===== config.mk =====
export PLATFORM = sky130hd
export DESIGN_NAME = hawk_fm_encoder_flat
export DESIGN_NICKNAME = d
export VERILOG_FILES = /design/src/rtl/hawk_fm_encoder_if.sv /design/src/rtl/hawk_fm_encoder.sv /design/src/flat_wrapper.sv
export SDC_FILE = /design/constraint.sdc
export NUM_CORES = 1
export LEC_CHECK = 0
export CORE_MARGIN = 4
export CORE_UTILIZATION = 50
export DETAILED_ROUTE_END_ITERATION = 10
export GPL_TIMING_DRIVEN = 0
export PLACE_DENSITY = 0.78
export RECOVER_POWER = 25
export SLEW_MARGIN = 20
export SYNTH_ARGS = -nofsm -noshare
export SYNTH_HDL_FRONTEND = slang
export SYNTH_SLANG_ARGS = --single-unit

===== constraint.sdc =====
create_clock -name clk -period 2.33 [get_ports clk]
set_input_delay 0.233 -clock clk [delete_from_list [all_inputs] [get_ports clk]]
set_output_delay 0.233 -clock clk [all_outputs]
set_load 0.03 [all_outputs]

===== src/rtl/hawk_fm_encoder_if.sv =====
// Bit-stream handshake between the upstream read stage and the FM encoder.
interface hawk_fm_encoder_if;
    logic in_valid;
    logic in_data;
    logic in_ready;

    modport master (output in_valid, output in_data, input in_ready);
    modport slave  (input in_valid, input in_data, output in_ready);
endinterface


===== src/rtl/hawk_fm_encoder.sv =====
// Serial bit stream -> composite Hawk FM read waveform (clock pulse per cell, extra mid-cell pulse for '1').
// Optional zero-cell preamble after enable: define HAWK_FM_ENC_PREAMBLE_EN.
module hawk_fm_encoder #(
    parameter int CELL_CYCLES    = 50,
    parameter int CLOCK_AT       = 0,
    parameter int DATA_AT        = 25,
    parameter int PULSE_WIDTH    = 5,
    parameter int FIFO_DEPTH     = 4,
    parameter int PREAMBLE_CELLS = 32
) (
    input  logic                     clk,
    input  logic                     reset,
    input  logic                     i_en,
    hawk_fm_encoder_if.slave         s_in,
    output logic                     o_fm_out,
    output logic                     o_cell_strobe,
    output logic                     o_underrun,
    output logic                     o_busy
);
    localparam int PH_W  = $clog2(CELL_CYCLES);
    localparam int AW    = $clog2(FIFO_DEPTH);
    localparam int CNT_W = $clog2(FIFO_DEPTH) + 1;

    localparam logic [PH_W-1:0]  PH_LAST = PH_W'(CELL_CYCLES - 1);
    localparam logic [PH_W-1:0]  PH_CLK  = PH_W'(CLOCK_AT);
    localparam logic [PH_W-1:0]  PH_DAT  = PH_W'(DATA_AT);
    localparam logic [PH_W-1:0]  PH_PW   = PH_W'(PULSE_WIDTH);
    localparam logic [CNT_W-1:0] CNT_MAX = CNT_W'(FIFO_DEPTH);

    if (CLOCK_AT + PULSE_WIDTH > DATA_AT) begin : g_bad_clock_window
        $fatal(1, "clock pulse overlaps data pulse");
    end
    if (DATA_AT + PULSE_WIDTH > CELL_CYCLES) begin : g_bad_data_window
        $fatal(1, "data pulse overruns the cell");
    end
    if (FIFO_DEPTH < 2) begin : g_bad_depth
        $fatal(1, "FIFO_DEPTH must be at least 2");
    end
    if (PREAMBLE_CELLS < 1) begin : g_bad_preamble
        $fatal(1, "PREAMBLE_CELLS must be at least 1");
    end

    typedef enum logic [1:0] {
        S_IDLE,
`ifdef HAWK_FM_ENC_PREAMBLE_EN
        S_PRE,
`endif
        S_RUN
    } state_t;

    state_t             r_state;
    state_t             w_state_next;
    logic [PH_W-1:0]    r_phase;
    logic               r_cur_bit;
    logic               r_underrun;
    logic               r_fm_out;
    logic [FIFO_DEPTH-1:0] r_mem;
    logic [AW-1:0]      r_wr_ptr;
    logic [AW-1:0]      r_rd_ptr;
    logic [CNT_W-1:0]   r_count;

    logic               w_cell_end;
    logic               w_run_cell0;
    logic               w_push;
    logic               w_pop;
    logic               w_flush;
    logic               w_start;
    logic               w_in_ready;
    logic               w_fm_next;
    logic [PH_W-1:0]    w_off_clk;
    logic [PH_W-1:0]    w_off_dat;

`ifdef HAWK_FM_ENC_PREAMBLE_EN
    localparam int PRE_W = $clog2(PREAMBLE_CELLS + 1);
    localparam logic [PRE_W-1:0] PRE_LAST = PRE_W'(PREAMBLE_CELLS - 1);
    logic [PRE_W-1:0]   r_pre_cnt;
`endif

    always_comb begin
        w_state_next = r_state;
        w_cell_end   = (r_phase == PH_LAST);
        case (r_state)
            S_IDLE: begin
                if (i_en) begin
`ifdef HAWK_FM_ENC_PREAMBLE_EN
                    w_state_next = S_PRE;
`else
                    w_state_next = S_RUN;
`endif
                end
            end
`ifdef HAWK_FM_ENC_PREAMBLE_EN
            S_PRE: begin
                if (w_cell_end) begin
                    if (!i_en)                       w_state_next = S_IDLE;
                    else if (r_pre_cnt == PRE_LAST)  w_state_next = S_RUN;
                end
            end
`endif
            S_RUN: begin
                if (w_cell_end && !i_en) w_state_next = S_IDLE;
            end
            default: w_state_next = S_IDLE;
        endcase
    end

    // Offsets wrap modulo 2**PH_W, so one unsigned compare tests each pulse window.
    always_comb begin
        w_in_ready  = i_en && (r_count < CNT_MAX);
        w_push      = s_in.in_valid && w_in_ready;
        w_run_cell0 = (r_state == S_RUN) && (r_phase == '0);
        w_pop       = w_run_cell0 && (r_count != '0);
        w_flush     = (r_state != S_IDLE) && (w_state_next == S_IDLE);
        w_start     = (r_state == S_IDLE) && i_en;
        w_off_clk   = r_phase - PH_CLK;
        w_off_dat   = r_phase - PH_DAT;
        w_fm_next   = (r_state != S_IDLE) &&
                      ((w_off_clk < PH_PW) || (r_cur_bit && (w_off_dat < PH_PW)));
    end

    always_ff @(posedge clk) begin
        if (w_push) r_mem[r_wr_ptr] <= s_in.in_data;
    end

    always_ff @(posedge clk) begin
        if (reset) begin
            r_state    <= S_IDLE;
            r_phase    <= '0;
            r_cur_bit  <= 1'b0;
            r_underrun <= 1'b0;
            r_fm_out   <= 1'b0;
            r_wr_ptr   <= '0;
            r_rd_ptr   <= '0;
            r_count    <= '0;
        end else begin
            r_state  <= w_state_next;
            r_fm_out <= w_fm_next;

            if (r_state == S_IDLE || w_cell_end) r_phase <= '0;
            else                                 r_phase <= r_phase + PH_W'(1);

            if (w_run_cell0)             r_cur_bit <= w_pop ? r_mem[r_rd_ptr] : 1'b0;
            else if (r_state == S_IDLE)  r_cur_bit <= 1'b0;

            if (w_start)                          r_underrun <= 1'b0;
            else if (w_run_cell0 && !w_pop)       r_underrun <= 1'b1;

            if (w_flush) begin
                r_wr_ptr <= '0;
                r_rd_ptr <= '0;
                r_count  <= '0;
            end else begin
                if (w_push) r_wr_ptr <= r_wr_ptr + AW'(1);
                if (w_pop)  r_rd_ptr <= r_rd_ptr + AW'(1);
                if (w_push && !w_pop)      r_count <= r_count + CNT_W'(1);
                else if (w_pop && !w_push) r_count <= r_count - CNT_W'(1);
            end
        end
    end

`ifdef HAWK_FM_ENC_PREAMBLE_EN
    always_ff @(posedge clk) begin
        if (reset || r_state == S_IDLE)        r_pre_cnt <= '0;
        else if (r_state == S_PRE && w_cell_end) r_pre_cnt <= r_pre_cnt + PRE_W'(1);
    end
`endif

    assign s_in.in_ready = w_in_ready;
    assign o_fm_out      = r_fm_out;
    assign o_cell_strobe = (r_state != S_IDLE) && (r_phase == '0);
    assign o_underrun    = r_underrun;
    assign o_busy        = (r_state != S_IDLE);
endmodule


===== src/flat_wrapper.sv =====
// flat-port wrapper written by rule: the top's interface ports become plain ports
module hawk_fm_encoder_flat 
#(
    parameter int CELL_CYCLES    = 50,
    parameter int CLOCK_AT       = 0,
    parameter int DATA_AT        = 25,
    parameter int PULSE_WIDTH    = 5,
    parameter int FIFO_DEPTH     = 4,
    parameter int PREAMBLE_CELLS = 32
)
  (clk, reset, i_en, o_fm_out, o_cell_strobe, o_underrun, o_busy, s_in_in_valid, s_in_in_data, s_in_in_ready);
  hawk_fm_encoder_if s_in_i ();
  input  logic clk;
  input  logic reset;
  input  logic i_en;
  output logic o_fm_out;
  output logic o_cell_strobe;
  output logic o_underrun;
  output logic o_busy;
  input wire logic [$bits(s_in_i.in_valid)-1:0] s_in_in_valid;
  input wire logic [$bits(s_in_i.in_data)-1:0] s_in_in_data;
  output wire logic [$bits(s_in_i.in_ready)-1:0] s_in_in_ready;
  assign s_in_i.in_valid = s_in_in_valid;
  assign s_in_i.in_data = s_in_in_data;
  assign s_in_in_ready = s_in_i.in_ready;
  hawk_fm_encoder #(.CELL_CYCLES(CELL_CYCLES), .CLOCK_AT(CLOCK_AT), .DATA_AT(DATA_AT), .PULSE_WIDTH(PULSE_WIDTH), .FIFO_DEPTH(FIFO_DEPTH), .PREAMBLE_CELLS(PREAMBLE_CELLS)) u_core (.clk(clk), .reset(reset), .i_en(i_en), .s_in(s_in_i), .o_fm_out(o_fm_out), .o_cell_strobe(o_cell_strobe), .o_underrun(o_underrun), .o_busy(o_busy));
endmodule

==> flow_summary_export.csv <==
group,metric,value,unit
die,ios,10,
route,ant_nets,0,
route,vias,847,
place,finalWeightedCongestion,0.797,
synthesis,yosysWarnings,0,
worst_setup_path,path_cells,"inv_1, ha_1, and4bb_2, nand3_1, ha_2, inv_1, fa_1, xor2_1, nor2_1, xnor2_1, nor2_1",
synthesis,synth_area_leader_cell,"dfxtp_1",
route,drt-pass1-iter-count,4,
route,wl_met3,97,um
synthesis,synth_top_area_frac,0.315,
timing,hold_violations,0,
global_routing,grt_use_total,0.134,
timing,setup_viol,0,
place,dp_hpwl,1560,um
pwr,p_leak,0.522,nW
synthesis,synth_cell_type_count,36,
global_routing,grt_pass1_vias,764,
global_routing,grt_max_degree,14,
timing,fin_crit,2.25,ns
worst_setup_path,cp_max_fo,5,
synthesis,synth_top_flop_cell,"dfxtp_1",
timing,min_period_over_period,0.967,
min_path,whs_path_depth,1,
die,core_area,0.00219,mm2
clock_tree,cts_buffers,3,
clock_tree,root_buffer,"clkbuf_4",
global_routing,antenna_found_initial,0,
route,remaining_drc_errors,0,
timing,setup_slack,0.0774,ns
worst_setup_path,crit_type,"flop to flop",
clock_tree,h-tree-depth,1,
route,wirelength,2050,um
pwr,p_total,796,uW
run_status,status,"complete, no violations",
route,wl_met2,1060,um
pwr,irDropWorstVdd,0.386,mV
finish,fillers,182,
die,die_y,55.9,um
synthesis,ys_top_cells_by_area,"dfxtp_1, ha_1, edfxtp_1",
timing,drv_slew,0,
die,dieArea,0.00312,mm2
route,viasPerCell,5.26,
clock_tree,cts_sinks,22,
synthesis,synth_area,0.00114,mm2
worst_setup_path,reg2reg_depth,11,
worst_setup_path,crit_path_end_kind,"flop",
die,placementRows,17,
synthesis,ys_seq_elements,22,
synthesis,yosysMostFrequentCell,"nor2_1",
finish,fin_nets,150,
finish,syn_to_final_growth,18.5,%
place,portBuffers,9,
timing,timing.fmax,444,MHz
synthesis,synth-edff-count,4,
clock_tree,clock_latency,0.30,ns
worst_setup_path,max_stage_delay,0.40,ns
route,highest_layer,"met4",
finish,antenna_cells,0,
timing,finClkSkew,0.00276,ns
clock_tree,cts_tree,"yes",
die,start_util,0.523,
route,wire_per_inst,12.7,um
synthesis,syn_nets,133,
route,drtIter0Drc,14,
worst_setup_path,cp-start-kind,"flop",
worst_setup_path,arrival,2.46,ns
die,die_w,55.9,um
job,drv_cap,0,
global_routing,grt_overflow_total,0,
synthesis,yosysSeqAreaShare,0.420,
clock_tree,clockBufferDepth,2,
pwr,power_density,587,mW/mm2
worst_setup_path,cp.required,2.54,ns
worst_setup_path,worst_path_max_delay_cell,"dfxtp_4",
synthesis,asyncSetResetFlopFracSynth,0,
global_routing,grt_pass1_wl,3320,um
place,post-place-ws,-0.177,ns
finish,drive_gt1_frac,0.150,
synthesis,synth_area_per_cell,9.79,um2
synthesis,synth_cells,117,
synthesis,synth_commonest_cells,"nor2_1, dfxtp_1, ha_1, inv_1, xnor2_1",
route,wl_met1,866,um
min_path,hold_class,"flop to flop",
clock_tree,clk_pin_slew_worst_paths,0.12,ns
## registers in the layout (all words and copies together), names as in the netlist
| signal | count |
|---|---|
| u_core.o_underrun | 1 |
| u_core.r_phase | 6 |
| u_core.r_rd_ptr | 2 |
| u_core.r_wr_ptr | 2 |
| u_core.r_mem | 4 |
| u_core.r_cur_bit | 1 |
| u_core.r_count | 3 |
| u_core.o_fm_out | 1 |
| u_core.r_state | 2 |
## metrics by stage
step	util	hold WS [ns]	instances	area (um2)	TNS [ns]
after CTS	0.606	0.481	158	1330	0
after global routing	0.619	0.484	161	1360	-0.00907
after global placement	0.580	0.456	154	1270	-0.126
after floorplan	-	0.302	117	1140	0
final	0.619	0.464	161	1360	0
after detailed placement	0.580	0.463	154	1270	-0.177
## repair_timing
action	CTS	global route
hold buffers	0	0
endpoints found under the setup margin	2	1
resized for setup	3	3
setup buffers	0	3
endpoints found under the hold margin	0	0
## logic make-up (layout without fill, tap and decap cells)
logic type / after synthesis / after routing / share of synthesized area
multiplexers: 3 / 3 / 0.0382
adder cells (fa/ha/maj): 11 / 11 / 0.127
flip-flops: 22 / 22 / 0.420
buffers and inverters: 10 / 26 / 0.0393
AO/OA/AOI/OAI: 11 / 11 / 0.0667
XOR/XNOR: 11 / 11 / 0.0842
AND/OR/NAND/NOR: 48 / 48 / 0.222
other: 1 / 1 / 0.00328
## worst paths after layout
check,startpoint,to,slack (ns)
worst max-delay path,u_core.r_phase[0],u_core.r_count[2],0.08
worst max register to register,u_core.r_phase[0],u_core.r_count[2],0.08
worst min-delay path,u_core.r_phase[0],u_core.r_phase[0],0.46
worst min register to register,u_core.r_phase[0],u_core.r_phase[0],0.46
## cell usage in the layout (no fill, tap or decap), types with 2 or more instances in the layout
| master | n |
|---|---|
| clkbuf_4 | 3 |
| nor2_1 | 19 |
| nor3_1 | 4 |
| and2_1 | 4 |
| nand4_1 | 2 |
| clkdlybuf4s50_1 | 7 |
| xnor2_1 | 7 |
| ha_1 | 9 |
| inv_1 | 7 |
| dfxtp_1 | 16 |
| nand2b_1 | 2 |
| nand3_1 | 5 |
| nand2_1 | 3 |
| buf_4 | 3 |
| xor2_1 | 4 |
| a21oi_1 | 5 |
| edfxtp_1 | 4 |
## area by class of cell
| cell class | count | area [um2] | area share |
|---|---|---|---|
| inverter | 8 | 30.0 | 0.0221 |
| clock buffer | 3 | 22.5 | 0.0166 |
| sequential | 22 | 485 | 0.358 |
| clock inverter | 1 | 30.0 | 0.0221 |
| tap | 28 | 35.0 | 0.0258 |
| timing repair buffer | 12 | 111 | 0.0821 |
| buffer | 2 | 15.0 | 0.0111 |
| multi-input combinational | 85 | 627 | 0.462 |
## where the power goes
| part | total, mW | leakage, nW | internal (mW) | switching, mW |
|---|---|---|---|---|
| Clock | 0.290 | 0.0279 | 0.174 | 0.117 |
| Sequential | 0.405 | 0.184 | 0.397 | 0.00847 |
| Combinational | 0.101 | 0.310 | 0.0472 | 0.0535 |
## routing by layer
layer	GRT usage	vias to the layer above
met5	0	-
met1	0.163	405
met2	0.225	16
met3	0.0209	2
met4	0.0746	0
li1	-	424
## critical path: cells and delay by family (launching register included)
kind / cells / cell delay [ns]
XOR/XNOR: 2 / 0.29
flip-flops: 1 / 0.40
AND/OR/NAND/NOR: 4 / 0.57
buffers and inverters: 2 / 0.11
adder cells (fa/ha/maj): 3 / 0.78
Note: power is estimated with default switching activity, not from simulation.
